## config.mk

```make
export PLATFORM = sky130hd
export DESIGN_NAME = n64_resp_decoder
export DESIGN_NICKNAME = d
export VERILOG_FILES = /design/src/rtl/n64_pkg.sv /design/src/rtl/n64_line_sync.sv /design/src/rtl/n64_resp_decoder.sv
export SDC_FILE = /design/constraint.sdc
export NUM_CORES = 1
export LEC_CHECK = 0
export ABC_AREA = 1
export BUFFER_PORTS_ARGS = -buffer_cell sky130_fd_sc_hd__buf_2
export CORE_MARGIN = 2
export CORE_UTILIZATION = 27
export CTS_CLUSTER_SIZE = 12
export DETAILED_ROUTE_END_ITERATION = 7
export HOLD_SLACK_MARGIN = 0.02
export SYNTH_ARGS = -nofsm -noshare
export SYNTH_HDL_FRONTEND = slang
export SYNTH_SLANG_ARGS = --single-unit
export TNS_END_PERCENT = 10
```

## constraint.sdc

```tcl
create_clock -name clk -period 2 [get_ports clk]
set_input_delay 0.4 -clock clk [delete_from_list [all_inputs] [get_ports clk]]
set_output_delay 0.4 -clock clk [all_outputs]
set_load 0.01 [all_outputs]
```

## src/rtl/n64_pkg.sv

```systemverilog
// n64_pkg: shared definitions for the N64 Joybus response decoder.
// Holds the decoder state encoding, the err_code values and the
// microsecond multipliers used for the bit-value and low-abort thresholds.
package n64_pkg;

  // Decoder FSM states.
  typedef enum logic [2:0] {
    ST_IDLE       = 3'd0,
    ST_WAIT_START = 3'd1,
    ST_LOW        = 3'd2,
    ST_HIGH       = 3'd3,
    ST_STOP       = 3'd4
  } state_t;

  // Abort causes reported on err_code.
  localparam logic [1:0] ERR_NONE     = 2'b00;
  localparam logic [1:0] ERR_LOW_LONG = 2'b01;
  localparam logic [1:0] ERR_TIMEOUT  = 2'b10;
  localparam logic [1:0] ERR_SHORT    = 2'b11;

  // A low phase shorter than BIT_ONE_MULT us decodes as a 1.
  localparam int BIT_ONE_MULT   = 2;
  // A low phase lasting LOW_ABORT_MULT us or more is a broken frame.
  localparam int LOW_ABORT_MULT = 4;

  // Microseconds to clock ticks.
  function automatic int us_to_ticks(input int us, input int ticks_per_us);
    return us * ticks_per_us;
  endfunction

endpackage

```

## src/rtl/n64_line_sync.sv

```systemverilog
// n64_line_sync: brings the asynchronous Joybus line into the clk domain
// and flags edges on the synchronised level.
// Ports: clk, rst_n (async active-low), line_in (raw line),
//        line_s (synchronised level), fall / rise (one-cycle edge strobes).
module n64_line_sync (
  input  logic clk,
  input  logic rst_n,
  input  logic line_in,
  output logic line_s,
  output logic fall,
  output logic rise
);

  logic meta;
  logic sync;
  logic prev;

  // All three flops come out of reset high, matching the idle line, so
  // releasing reset never manufactures a falling edge.
  always_ff @(posedge clk or negedge rst_n) begin
    if (!rst_n) begin
      meta <= 1'b1;
      sync <= 1'b1;
      prev <= 1'b1;
    end else begin
      meta <= line_in;
      sync <= meta;
      prev <= sync;
    end
  end

  assign line_s = sync;
  assign fall   = prev & ~sync;
  assign rise   = ~prev & sync;

endmodule

```

## src/rtl/n64_resp_decoder.sv

```systemverilog
// n64_resp_decoder: decodes one Joybus response frame (NUM_BITS data bits,
// MSB first, followed by a stop bit) after each arm pulse.
// Ports: clk, Reset (async active-low), arm (start listening), line_in (raw
//        line), data_out (last good frame), data_valid / frame_err (one-cycle
//        completion pulses), err_code (abort cause, held until next arm),
//        busy (a response is being listened for).
module n64_resp_decoder #(
  parameter int TICKS_PER_US = 14,
  parameter int NUM_BITS     = 32,
  parameter int TIMEOUT_US   = 8
) (
  input  logic                clk,
  input  logic                Reset,
  input  logic                arm,
  input  logic                line_in,
  output logic [NUM_BITS-1:0] data_out,
  output logic                data_valid,
  output logic                frame_err,
  output logic [1:0]          err_code,
  output logic                busy
);

  import n64_pkg::*;

  localparam int TIMEOUT_TICKS = us_to_ticks(TIMEOUT_US, TICKS_PER_US);
  localparam int CNT_W         = $clog2(TIMEOUT_TICKS + 1);
  localparam int BIT_CNT_W     = $clog2(NUM_BITS + 1);

  localparam logic [CNT_W-1:0]     CNT_MAX       = {CNT_W{1'b1}};
  localparam logic [CNT_W-1:0]     TIMEOUT_LIM   = CNT_W'(TIMEOUT_TICKS);
  localparam logic [CNT_W-1:0]     ONE_LIM       = CNT_W'(BIT_ONE_MULT * TICKS_PER_US);
  localparam logic [CNT_W-1:0]     LOW_ABORT_LIM = CNT_W'(LOW_ABORT_MULT * TICKS_PER_US);
  localparam logic [BIT_CNT_W-1:0] BIT_CNT_FULL  = BIT_CNT_W'(NUM_BITS);

  // --------------------------------------------------------------------
  // Line synchroniser and edge detector
  // --------------------------------------------------------------------
  logic line_s;
  logic fall;
  logic rise;

  n64_line_sync u_line_sync (
    .clk     (clk),
    .rst_n   (Reset),
    .line_in (line_in),
    .line_s  (line_s),
    .fall    (fall),
    .rise    (rise)
  );

  // --------------------------------------------------------------------
  // State and datapath registers
  // --------------------------------------------------------------------
  state_t                 state_q;
  state_t                 state_d;
  logic [CNT_W-1:0]       cnt_q;
  logic [CNT_W-1:0]       cnt_d;
  logic [CNT_W-1:0]       cnt_inc;
  logic [BIT_CNT_W-1:0]   bit_cnt_q;
  logic [BIT_CNT_W-1:0]   bit_cnt_d;
  logic [NUM_BITS-1:0]    shreg_q;
  logic [NUM_BITS-1:0]    shreg_d;
  logic [NUM_BITS-1:0]    data_d;
  logic                   valid_d;
  logic                   err_pulse_d;
  logic [1:0]             err_code_d;
  logic                   bit_val;

  // The counter holds the number of cycles already spent in the current
  // phase; cnt_inc includes the present cycle, so every threshold below is
  // compared against the full length of the phase so far.
  assign cnt_inc = (cnt_q == CNT_MAX) ? cnt_q : cnt_q + CNT_W'(1);

  // Short low means 1; exactly the threshold already counts as 0.
  assign bit_val = (cnt_inc < ONE_LIM);

  always_comb begin
    state_d     = state_q;
    cnt_d       = cnt_inc;
    bit_cnt_d   = bit_cnt_q;
    shreg_d     = shreg_q;
    data_d      = data_out;
    valid_d     = 1'b0;
    err_pulse_d = 1'b0;
    err_code_d  = err_code;

    unique case (state_q)
      ST_IDLE: begin
        cnt_d = '0;
        if (arm) begin
          state_d    = ST_WAIT_START;
          bit_cnt_d  = '0;
          shreg_d    = '0;
          err_code_d = ERR_NONE;
        end
      end

      ST_WAIT_START: begin
        if (cnt_inc >= TIMEOUT_LIM) begin
          state_d     = ST_IDLE;
          cnt_d       = '0;
          err_pulse_d = 1'b1;
          err_code_d  = ERR_TIMEOUT;
        end else if (fall) begin
          state_d = ST_LOW;
          cnt_d   = '0;
        end
      end

      ST_LOW: begin
        // The overlong-low abort wins over a simultaneous return high.
        // LOW is only entered on a fall, so a high synchronised level here
        // is exactly the rising edge that ends the bit cell.
        if (cnt_inc >= LOW_ABORT_LIM) begin
          state_d     = ST_IDLE;
          cnt_d       = '0;
          err_pulse_d = 1'b1;
          err_code_d  = ERR_LOW_LONG;
        end else if (line_s) begin
          state_d   = ST_HIGH;
          cnt_d     = '0;
          shreg_d   = (shreg_q << 1) | NUM_BITS'(bit_val);
          bit_cnt_d = bit_cnt_q + BIT_CNT_W'(1);
        end
      end

      ST_HIGH: begin
        if (cnt_inc >= TIMEOUT_LIM) begin
          state_d     = ST_IDLE;
          cnt_d       = '0;
          err_pulse_d = 1'b1;
          err_code_d  = (bit_cnt_q != '0) ? ERR_SHORT : ERR_TIMEOUT;
        end else if (fall) begin
          state_d = (bit_cnt_q == BIT_CNT_FULL) ? ST_STOP : ST_LOW;
          cnt_d   = '0;
        end
      end

      ST_STOP: begin
        if (cnt_inc >= LOW_ABORT_LIM) begin
          state_d     = ST_IDLE;
          cnt_d       = '0;
          err_pulse_d = 1'b1;
          err_code_d  = ERR_LOW_LONG;
        end else if (rise) begin
          state_d = ST_IDLE;
          cnt_d   = '0;
          data_d  = shreg_q;
          valid_d = 1'b1;
        end
      end

      default: begin
        state_d = ST_IDLE;
        cnt_d   = '0;
      end
    endcase
  end

  always_ff @(posedge clk or negedge Reset) begin
    if (!Reset) begin
      state_q    <= ST_IDLE;
      cnt_q      <= '0;
      bit_cnt_q  <= '0;
      shreg_q    <= '0;
      data_out   <= '0;
      data_valid <= 1'b0;
      frame_err  <= 1'b0;
      err_code   <= ERR_NONE;
    end else begin
      state_q    <= state_d;
      cnt_q      <= cnt_d;
      bit_cnt_q  <= bit_cnt_d;
      shreg_q    <= shreg_d;
      data_out   <= data_d;
      data_valid <= valid_d;
      frame_err  <= err_pulse_d;
      err_code   <= err_code_d;
    end
  end

  // Completion pulses coincide with the return to IDLE, so busy drops in
  // the same cycle data_valid or frame_err is seen.
  assign busy = (state_q != ST_IDLE);

endmodule

```

**Word level (Yosys, flattened, before mapping)**

Cells that the tools add are included.

- Output and inout port bits: 37
- Input port bits: 4
- Bits in registers: 87

- Add/sub/neg operators: 2
- Eq/ne operators: 16
- Mux-type cells: 39
- Bitwise gates (word level): 6
- Reductions and logical operators: 11
- Order comparisons: 3

Operator list:

| cell | number |
|---|---|
| 32-bit 2-to-1 mux | 3 |
| 32-bit one-hot mux with 2 select lines | 1 |
| 7-bit 2-to-1 mux | 7 |
| 32-bit by 1-bit bitwise OR with 32-bit output | 1 |
| 3-bit 2-to-1 mux | 10 |
| 7-bit one-hot mux with 3 select lines | 1 |
| 6-bit 2-to-1 mux | 3 |
| 3-bit one-hot mux with 5 select lines | 1 |
| 6-bit one-hot mux with 2 select lines | 1 |
| 5-bit AND reduction | 2 |
| 3-bit != test (second input constant) | 3 |
| 2-bit 2-to-1 mux | 4 |
| 2-bit != test (second input constant) | 4 |
| 2-bit one-hot mux with 4 select lines | 1 |
| 7-bit by 1-bit adder with 7-bit output (second input constant) | 1 |
| 7-bit == test (second input constant) | 1 |
| 7-bit by 6-bit greater-or-equal comparator with 1-bit output (second input constant) | 1 |
| 7-bit greater-or-equal comparator (second input constant) | 1 |
| 7-bit by 5-bit < comparator with 1-bit output (second input constant) | 1 |
| 6-bit by 1-bit adder with 6-bit output (second input constant) | 1 |
| 3-bit by 2-bit == test with 1-bit output (second input constant) | 2 |
| 6-bit == test (second input constant) | 1 |
| 1-bit 2-to-1 mux | 6 |
| 6-bit nonzero test | 1 |
| other kinds (14) | 19 |

**Logic depth before layout (Yosys ltp)**

Gate-level depths: netlist (run 1).

- Depth after elaboration: 7
- Mapped depth: 14
- Mapped depth without buffers: 13

**By module**

From an unflattened synthesis (run 1), not the netlist that was laid out.

- Cell total of the unflattened synthesis: 481
- Area total of the unflattened synthesis: 3976.3 um^2

Modules (own cells, without submodules):

| module | cells each | instances | area an instance (um^2) |
|---|---|---|---|
| n64_resp_decoder | 474 | 1 | 3882.5 |
| n64_line_sync | 7 | 1 | 93.8 |

**Worst setup path after synthesis (run 1)**

Ideal clock, no wire load.

- Path type: register to register
- Start: register cnt_q[1]
- End: register shreg_q[10]
- Setup time: 0.117 ns
- Data required time: 1.883 ns
- Cell stages (with the launch flop): 15
- Arrival: 1.645 ns
- Period minus slack after synthesis: 1.762 ns
- Slack: 0.238 ns
- Cells stage by stage: dfrtp_1 -> ha_1 -> nand2_2 -> nor2_4 -> nand2_1 -> nand2_2 -> nand2_2 -> nand3_4 -> nand2_4 -> inv_4 -> nand2_4 -> nand2_4 -> buf_6 -> buf_8 -> o21ai_2

- Cells in the longest elaborated chain, start to end: 5
- Elaborated cells on any way between the ends: 6

RTL lines:

| item | line | RTL |
|---|---|---|
| start: declaration | n64_resp_decoder.sv:56 | `logic [CNT_W-1:0] cnt_q;` |
| start signal: assignment | n64_resp_decoder.sv:172 | `cnt_q <= cnt_d;` |
| 7-bit by 1-bit adder with 7-bit output / 7-bit == test (equally long branches) | n64_resp_decoder.sv:72 | `assign cnt_inc = (cnt_q == CNT_MAX) ? cnt_q : cnt_q + CNT_W'(1);` |
| 7-bit 2-to-1 mux (*) | n64_resp_decoder.sv:72 |  |
| 7-bit by 6-bit greater-or-equal comparator with 1-bit output (*) | n64_resp_decoder.sv:114 | `if (cnt_inc >= LOW_ABORT_LIM) begin` |
| 2-bit != test (no source line) (*) | n/a |  |
| 4-bit AND reduction (no source line) (*) | n/a |  |
| end signal: assignment | n64_resp_decoder.sv:174 | `shreg_q <= shreg_d;` |
| end: declaration | n64_resp_decoder.sv:61 | `logic [NUM_BITS-1:0] shreg_q;` |

Every way passes the cells marked *; elsewhere a longest branch is shown, timed or not.
A chain may end at the register's enable or synchronous reset.

**Worst setup path after layout (run 1)**

- Start: register cnt_q[1]
- End: register data_out[20]

- Cells in the longest elaborated chain, start to end: 5
- Elaborated cells on any way between the ends: 6

RTL lines:

| item | line | RTL |
|---|---|---|
| 7-bit by 1-bit adder with 7-bit output / 7-bit == test (equally long branches) | n64_resp_decoder.sv:72 |  |
| 7-bit 2-to-1 mux (*) | n64_resp_decoder.sv:72 |  |
| 7-bit by 6-bit greater-or-equal comparator with 1-bit output (*) | n64_resp_decoder.sv:140 | `if (cnt_inc >= LOW_ABORT_LIM) begin` |
| 1-bit NOT (no source line) (*) | n/a |  |
| 3-bit AND reduction (no source line) (*) | n/a |  |
| end signal: assignment | n64_resp_decoder.sv:175 | `data_out <= data_d;` |
| end: declaration | n64_resp_decoder.sv:16 | `output logic [NUM_BITS-1:0] data_out,` |

Marked as above.

==> impl_metrics.toml, run 1 <==
[status]
status = "complete, no violations"

[grt]
antenna_found_initial = 0
grt_remaining_overflow = 0
grt_start_max_net_pins = 44
grt_use_total_pct = 10.80
grt_pass1_wl_mm = 12.86
grt_pass1_vias = 2715

[floorplan]
dieWidth_um = 123.6
row_count = 43
ios = 41
die_area_mm2 = 0.01527
initial_core_util_pct = 27.70
fp.coreArea_mm2 = 0.01393
fp.dieH_um = 123.6

[detailed_routing]
viasPerCell = 4.308
postRouteWirelength_mm = 7.712
dr.first_iter.drc_count = 168
ant_nets = 0
drc_errors = 0
drt-wirelength-per-cell_um = 11.94
drt-pass1-iter-count = 4
num_vias = 2783

[sta]
setup_slack_ns = 0.08508
slew_violations = 0
setup_viol_count_final = 0
fin_tns_setup_ns = 0
relSlewSlack_pct = 64.15
clock_skew_ns = 0.007694
hold_viol = 0
period_needed_ns = 1.915
fmax_ghz = 0.5222
post-route-period-util_pct = 95.75
rsz0062_at_grt = "yes"
worst_pin_slew_ns = 0.5377

[yosys]
synthDistinctLibCells = 29
synth_top_area_share_pct = 54.46
synthTopCellsByArea = "dfrtp_1 54%, nand2_1 9.5%, o21ai_2 6.4%"
ys_seq_area_share_pct = 56.50
synth_warnings = 0
syn_area_mm2 = 0.003860
syn_nets = 410
syn_avg_cell_area_um2 = 9.578
ys_ff_latch = 87
synth_top_area_cell = "dfrtp_1"
syn_inst = 403

[hold_path]
hold-path-endpoint = "u_line_sync.meta"
hold_start = "line_in"
worstHoldPathCells = 1
min_path_type = "in2reg"

[critical_path]
path_class = "reg2reg"
reg2regPathDepth = 13
startpoint_type = "flip-flop"
arrival_ns = 2.14
cp_max_fo = 29
endpoint_kind = "flip-flop"
reg2reg_to = "data_out[20]"
cp.required_ns = 2.23
crit-reg2reg-launch = "cnt_q[1]"
rrSetupSlack_ns = 0.09

[cells_and_area]
final_layout_size_suffix_gt1_share_pct = 27.47
antenna_cells = 0
fin_nets = 468
syn2layout_area_growth_pct = 22.27
fin_cells = 646
postLayoutCoreUtil_pct = 33.87

[place]
io_buffers = 40
placedCellCount = 621
post-dp-hpwl_mm = 5.251
gp_congestion = 0.8522
dp_slack_ns = 0.09376

[clock_tree]
htreeDepth = 3
cts_root_buf = "clkbuf_16"
insertion_delay_ns = 0.34
numCtsBuffers = 9
cts_buffer_depth = 2
clock-sinks = 87
cts_tree = "done"
clkTransAtPathRegs_ns = 0.06

[power_and_ir_drop]
p_per_area_mw_per_mm2 = 1023
cellLeakagePower_uw = 0.002236
peakVddDrop_mv = 0.9421

[job]
cap_violations = 0
==> per-stage QoR <==
step | area, µm² | total power (µW) | hold WS (ns)
finish | 4720 | 4828 | 0.1633
global route | 4720 | 5101 | 0.1545
CTS | 4602 | 4823 | 0.1515
detailed placement | 4308 | 3203 | 0.2137
global placement | 4308 | 3191 | 0.2115
floorplan | 3860 | 2892 | 0.1044
==> flip-flops by register name, indices dropped and copies added (netlist names), 2 cells and up <==
name / count
bit_cnt_q: 6
cnt_q: 7
shreg_q: 32
err_code: 2
data_out: 32
state_q: 3
==> kinds of logic (layout without fill, tap and decap cells) <==
kind of cell	after synthesis	count (layout)	synth area share, %
buffers and inverters	69	132	8.752
XOR/XNOR	6	6	1.361
flip-flops	87	87	56.50
adder cells (fa/ha/maj)	3	3	0.9726
AO/OA/AOI/OAI	79	79	13.10
AND/OR/NAND/NOR	159	159	19.32
==> critical path, cell delays in order, from the launching register on <==
cell	delay [ns]
dfrtp_1	0.40
ha_2	0.22
nand2_2	0.08
nor2_4	0.14
nand2_1	0.08
nand2_2	0.10
nand2_4	0.06
nand3_4	0.10
nand2_4	0.06
inv_4	0.08
nand3_4	0.15
buf_12	0.22
nand2_1	0.06
o21ai_1	0.06
==> area by class of cell <==
type | instances | area [µm²]
Multi-Input combinational cell | 247 | 1369
Clock inverter | 5 | 41.29
Inverter | 56 | 212.7
Fill cell | 1444 | 9215
Timing Repair Buffer | 60 | 447.9
Clock buffer | 11 | 242.7
Tap cell | 180 | 225.2
Sequential cell | 87 | 2181
==> worst max-delay path by stage <==
stage,start,slack (ns),depth (start not counted),to
after floorplan,cnt_q[1],0.24,14,shreg_q[10]
after global placement,state_q[0],0.16,9,shreg_q[26]
after detailed placement,cnt_q[1],0.09,13,data_out[17]
after CTS,cnt_q[1],0.04,14,shreg_q[11]
after global routing,cnt_q[1],-0.06,13,data_out[24]
final,cnt_q[1],0.09,13,data_out[20]
==> layout by cell type (no fill, tap or decap) <==
cell           synthesis  layout
nand2_1               98      94
dfrtp_1               84      84
inv_1                 55      55
buf_2                  4      39
o21ai_1               22      35
o21ai_2               28      28
nor2_1                20      19
nand3_1               17      17
buf_4                  1      13
o21ai_0               23      10
clkbuf_16              0      10
nand2_2                4       7
buf_12                 0       6
nand2_4                4       5
xor2_1                 5       5
a21oi_1                4       4
nor3_1                 4       4
nor2_4                 3       3
nand3_4                2       3
nand4_1                3       3
dfstp_2                3       3
o21bai_1               2       2
ha_1                   3       2
inv_6                  0       2
clkinvlp_4             0       2
nor3_4                 1       1
inv_4                  1       1
xnor2_1                1       1
nor2_2                 0       1
or2_2                  1       1
nor3b_1                1       1
ha_2                   0       1
clkinv_4               0       1
clkbuf_1               0       1
clkbuf_8               0       1
dlygate4sd3_1          0       1
==> report_power, final <==
group	internal, µW	switching (µW)	total, µW
Clock	887	706	1590
Sequential	1840	68.8	1910
Combinational	487	838	1320
==> timing repair <==
| item | 4_1_cts | 5_1_grt |
|---|---|---|
| endpoints found under the hold margin | 3 | 0 |
| endpoints found under the setup margin | 0 | 76 |
| setup buffers | 0 | 7 |
| hold buffers | 1 | 0 |
| resized for setup | 0 | 21 |
==> Yosys cell counts (all sizes together) <==
library cell / count
buf: 13
nor3: 5
nor2: 23
o21bai: 2
nand2: 106
nor3b: 1
or2: 1
inv: 56
dfstp: 3
xor2: 5
dfrtp: 84
ha: 3
nand3: 20
o21ai: 73
a21oi: 4
nand4: 3
xnor2: 1
==> metal layers <==
metal / vias up / routed length (µm) / share of wire [%] / track usage, %
li1: 1390 / - / - / -
met1: 1329 / 3720 / 48 / 14.24
met2: 49 / 3502 / 45 / 16.79
met3: 15 / 347 / 4.5 / 3.044
met4: 0 / 141 / 1.8 / 4.190
met5: - / 0 / 0 / 0
Power figures use the tool's default switching activity.
==> run 2, diff against run 1 <==
CAP_MARGIN = 20   (was not set)
SYNTH_HIERARCHICAL = 1   (was not set)
==> impl_metrics.toml, run 2 <==
[status]
status = "complete, no violations"

[grt]
antenna_found_initial = 0
grt_pass1_vias = 3016
grt_remaining_overflow = 0
grt_use_total_pct = 10.90
grt_start_max_net_pins = 88
grt_pass1_wl_mm = 13.95

[cells_and_area]
final_common_cell = "nand2_1"
nFillCells = 1464
fin_nets = 526
most-common-layout-cells = "137 x nand2_1, 84 x dfrtp_1, 56 x nor2_1"
fin_cells = 708
multiInputGateArea_mm2 = 0.001474
postLayoutCoreUtil_pct = 32.67
syn2layout_area_growth_pct = 18.94
antenna_cells = 0
final_layout_size_suffix_gt1_share_pct = 16.03
seq_area_mm2 = 0.002181
largestRegisters = "data_out x32, shreg_q x32, cnt_q x7"

[detailed_routing]
postRouteWirelength_mm = 8.197
viasPerCell = 4.336
drt-pass1-iter-count = 4
drt-wirelength-per-cell_um = 11.58
ant_nets = 0
num_vias = 3070
drc_errors = 0
dr.first_iter.drc_count = 268

[clock_tree]
cts_root_buf = "clkbuf_16"
cts_tree = "done"
numCtsBuffers = 9
clock-sinks = 87
clkTransAtPathRegs_ns = 0.06
htreeDepth = 3
postCtsHoldBufs = 0
insertion_delay_ns = 0.34
cts_buffer_depth = 2

[yosys]
synth_warnings = 6
synth_top_area_share_pct = 52.86
synthDistinctLibCells = 28
syn_nets = 488
synth_top_area_cell = "dfrtp_1"
ys_seq_area_share_pct = 54.85
syn_area_mm2 = 0.003976
syn_inst = 481
synthTopCellsByArea = "dfrtp_1 53%, nand2_1 13%, nand3_1 6.5%"
syn_avg_cell_area_um2 = 8.267
synth_edf_count = 0
yosysMostFrequentCell = "nand2_1"
ys_ff_latch = 87
async_flop_share_pct = 100.0
synth_ff_type = "dfrtp_1"
ys_top_cells_by_count = "137 x nand2_1, 84 x dfrtp_1, 57 x nor2_1, 55 x inv_1, 52 x nand3_1"

[place]
gp_congestion = 0.9224
io_buffers = 40
dp_slack_ns = 0.1109
placedCellCount = 690
post-dp-hpwl_mm = 5.189

[floorplan]
dieWidth_um = 125.4
die_area_mm2 = 0.01571
ios = 41
initial_core_util_pct = 27.46
fp.coreArea_mm2 = 0.01448
fp.dieH_um = 125.4
row_count = 44

[sta]
worst_pin_slew_ns = 0.4634
clock_skew_ns = 0.008552
setup_viol_count_final = 0
rsz0062_at_grt = "no"
period_needed_ns = 1.873
relSlewSlack_pct = 69.10
setup_slack_ns = 0.1269
hold_viol = 0
post-route-period-util_pct = 93.66
fin_tns_setup_ns = 0
fmax_ghz = 0.5339
slew_violations = 0

[critical_path]
cp.required_ns = 2.23
arrival_ns = 2.11
startpoint_type = "flip-flop"
endpoint_kind = "flip-flop"
cp_max_fo = 19
path_class = "reg2reg"

[power_and_ir_drop]
cellLeakagePower_uw = 0.002383
peakVddDrop_mv = 0.8192
p_per_area_mw_per_mm2 = 1055
p_total_uw = 4991

[hold_path]
min_path_type = "in2async"

[job]
cap_violations = 0
==> run 2: cell types whose count changed after synthesis, moves of 3 or more <==
| cell | change |
|---|---|
| nand2_1 | +39 |
| nor2_1 | +37 |
| nand3_1 | +35 |
| o21ai_2 | -28 |
| o21ai_1 | -17 |
| o21ai_0 | +8 |
| clkbuf_1 | +7 |
| buf_2 | +5 |
| nand2_4 | -4 |
| inv_2 | +3 |
| nor3_1 | -3 |
==> run 2: what timing repair did <==
| item | 4_1_cts | 5_1_grt |
|---|---|---|
| hold endpoints to repair | 0 | 0 |
| resized for setup | 0 | 9 |
| setup endpoints to repair | 0 | 46 |
| setup buffers | 0 | 1 |
==> run 2: metal layers <==
metal  vias to the layer above  GRT usage, %  routed length, µm
met4                         0         5.621                191
met5                         -             0                  0
met2                        67         16.62               3783
met1                      1421         14.05               3839
li1                       1566             -                  -
met3                        16         3.252                382
==> run 2: per-stage QoR <==
step	cell area (µm²)	hold slack (ns)
finish	4730	0.08512
global route	4730	0.1411
CTS	4667	0.1133
detailed placement	4389	0.3512
global placement	4389	0.3502
floorplan	3976	0.1044
==> run 2: logic make-up (layout without fill, tap and decap cells) <==
| group | Yosys count | in the layout | synth area share, % |
|---|---|---|---|
| compound gates | 44 | 44 | 5.695 |
| xor+xnor | 5 | 5 | 1.102 |
| fa+ha+maj | 3 | 3 | 0.9441 |
| buf+inv | 80 | 123 | 8.779 |
| flops | 87 | 87 | 54.85 |
| simple gates | 262 | 262 | 28.63 |
==> run 2: final cells by class <==
| class | instances | share of cell area [%] |
|---|---|---|
| clock buffers | 12 | 5.212 |
| clock inverters | 4 | 0.6614 |
| inverters | 59 | 4.735 |
| repair buffers | 48 | 7.249 |
| flip-flops and latches | 87 | 46.11 |
| well taps | 184 | 4.868 |
| multi-input cells | 314 | 31.16 |
==> run 2: power breakdown <==
part | internal [µW] | switching (µW)
Clock | 881 | 684
Sequential | 1870 | 75.5
Combinational | 484 | 1000
==> run 2: worst max-delay path: stages, from the launching register on <==
cell       delay (ns)
dfrtp_1          0.37
ha_2             0.20
nand2_2          0.08
nor2_4           0.14
nand2_1          0.07
nand2_1          0.10
nand2_2          0.10
nand3_4          0.10
nand3_2          0.10
nand2_4          0.09
nand2_2          0.10
clkbuf_16        0.21
nand2_1          0.06
nand2_1          0.05
==> run 2: path summary, 6_finish.rpt <==
| kind | cells after the start | end | slack (ns) | from |
|---|---|---|---|---|
| worst max-delay path | 13 | bit_cnt_q[3] | 0.13 | cnt_q[0] |
| worst min-delay path | 2 | cnt_q[3] | 0.09 | Reset |
| worst max register to register | 13 | bit_cnt_q[3] | 0.13 | cnt_q[0] |
| worst min register to register | 0 | u_line_sync/line_s | 0.36 | u_line_sync/meta |
| max in group asynchronous | 2 | shreg_q[15] | 1.56 | Reset |
| min in group clk | 1 | u_line_sync/meta | 0.16 | line_in |
==> run 3, diff against run 2 <==
CORE_UTILIZATION = 45   (was 27)
==> impl_metrics.toml, run 3 (synthesis results as in run 2) <==
[critical_path]
path_class = "reg2reg"
endpoint_kind = "flip-flop"
cp.required_ns = 2.23
arrival_ns = 2.10
startpoint_type = "flip-flop"
cp_max_fo = 20

[sta]
setup_slack_ns = 0.1310
fmax_ghz = 0.5350
hold_viol = 0
slew_violations = 0
period_needed_ns = 1.869
post-route-period-util_pct = 93.45
clock_skew_ns = 0.01067
relSlewSlack_pct = 73.69
worst_pin_slew_ns = 0.3932
setup_viol_count_final = 0

[detailed_routing]
dr.first_iter.drc_count = 203
drt-wirelength-per-cell_um = 12.74
postRouteWirelength_mm = 8.151
drc_errors = 0
num_vias = 3105
viasPerCell = 4.852
ant_nets = 0
drt-pass1-iter-count = 4

[cells_and_area]
antenna_cells = 0
final_common_cell = "nand2_1"
syn2layout_area_growth_pct = 16.27
multiInputGateArea_mm2 = 0.001485
nFillCells = 851
final_layout_size_suffix_gt1_share_pct = 17.86
fin_nets = 534
fin_cells = 640
largestRegisters = "data_out x32, shreg_q x32, cnt_q x7"
final_area_mm2 = 0.004623
seq_area_mm2 = 0.002181
most-common-layout-cells = "136 x nand2_1, 84 x dfrtp_1, 57 x nor2_1"

[power_and_ir_drop]
sw_frac_of_total_pct = 37.74
cellLeakagePower_uw = 0.002385
p_int_uw = 2864
peakVddDrop_mv = 0.6928
switchingPower_uw = 1736
p_per_area_mw_per_mm2 = 995.0
pwr-share-seq_pct = 42.1
p_total_uw = 4600
p_comb_share_pct = 34.1
clkPwrFrac_pct = 23.8

[grt]
antenna_found_initial = 0
grt_pass1_wl_mm = 13.49
grt_start_max_net_pins = 65
grt_use_total_pct = 17.04
grt_remaining_overflow = 0
grt_pass1_vias = 2905

[floorplan]
fp.coreArea_mm2 = 0.008636
dieWidth_um = 98
initial_core_util_pct = 46.04
fp.dieH_um = 98
die_area_mm2 = 0.009604
ios = 41
row_count = 34

[hold_path]
min_path_type = "in2reg"

[clock_tree]
clock-sinks = 87
clkTransAtPathRegs_ns = 0.09
cts_root_buf = "clkbuf_8"
cts_buffer_depth = 2
htreeDepth = 3
insertion_delay_ns = 0.35
cts_tree = "done"
numCtsBuffers = 9

[place]
placedCellCount = 616
dp_slack_ns = 0.09497
dpl_cell_area_mm2 = 0.004309
post-dp-hpwl_mm = 4.936
io_buffers = 40
gp_congestion = 0.8227

[status]
status = "complete, no violations"

[job]
cap_violations = 0
run 3: changes by cell type in the layout (fill, tap and decap cells not counted), moves of 2 or more:
cell	previous run	this run
inv_2	3	5
buf_4	3	8
nand2_4	2	4
clkbuf_8	1	9
nand3_2	2	4
clkbuf_16	10	2
run 3: path summary, 6_finish.rpt:
check / endpoint / cells past startpoint / slack (ns) / startpoint
setup / recovery: bit_cnt_q[4] / 13 / 0.13 / cnt_q[0]
hold / removal: u_line_sync/meta / 1 / 0.15 / line_in
setup reg to reg: bit_cnt_q[4] / 13 / 0.13 / cnt_q[0]
hold reg to reg: u_line_sync/line_s / 0 / 0.36 / u_line_sync/meta
max in group asynchronous: shreg_q[28] / 3 / 0.86 / Reset
min in group asynchronous: state_q[2] / 2 / 0.51 / Reset
run 3: metal layers:
metal / wire length (µm) / vias up / track usage (%)
met4: 110 / 0 / 5.235
met2: 3676 / 40 / 26.34
met1: 4097 / 1465 / 23.90
met5: 0 / - / 0
met3: 267 / 8 / 4.223
li1: - / 1592 / -
run 3: repair_timing:
action	in CTS	in global routing
hold endpoints to repair	22	0
hold buffers	1	0
gates resized for setup	0	11
buffers inserted	0	4
setup endpoints to repair	0	53
run 3: cell type report:
class,count,area share [%]
multi-input combinational,314,32.12
inverter,59,4.790
clock inverter,6,1.001
clock buffer,10,2.760
timing repair buffer,56,9.229
tap,108,2.923
sequential,87,47.17
run 3: worst max-delay path: stages (launching register included):
cell and delay (ns):
dfrtp_1 0.38, ha_2 0.20, nand2_2 0.08, nor2_4 0.16
nand2_1 0.08, nand2_2 0.10, nand2_4 0.08, nand3_4 0.11
nand3_2 0.10, nand2_4 0.12, nand2_4 0.08, buf_12 0.16
nand2_1 0.06, nand2_1 0.05
run 3: power groups by stage:
stage	Combinational (µW)	Sequential, µW	Clock [µW]
finish	1570	1940	1100
global placement	1370	1970	0
CTS	1380	1940	1140
global route	1740	1950	1220
floorplan	1010	1980	0
detailed placement	1370	1970	0
run 3: through the flow:
stage	setup TNS (ns)	hold slack, ns	util, %
finish	0	0.1473	53.54
global route	-0.02711	0.1189	53.54
CTS	0	0.1317	52.03
detailed placement	0	0.3473	49.90
global placement	0	0.3410	49.90
floorplan	0	0.1044	-
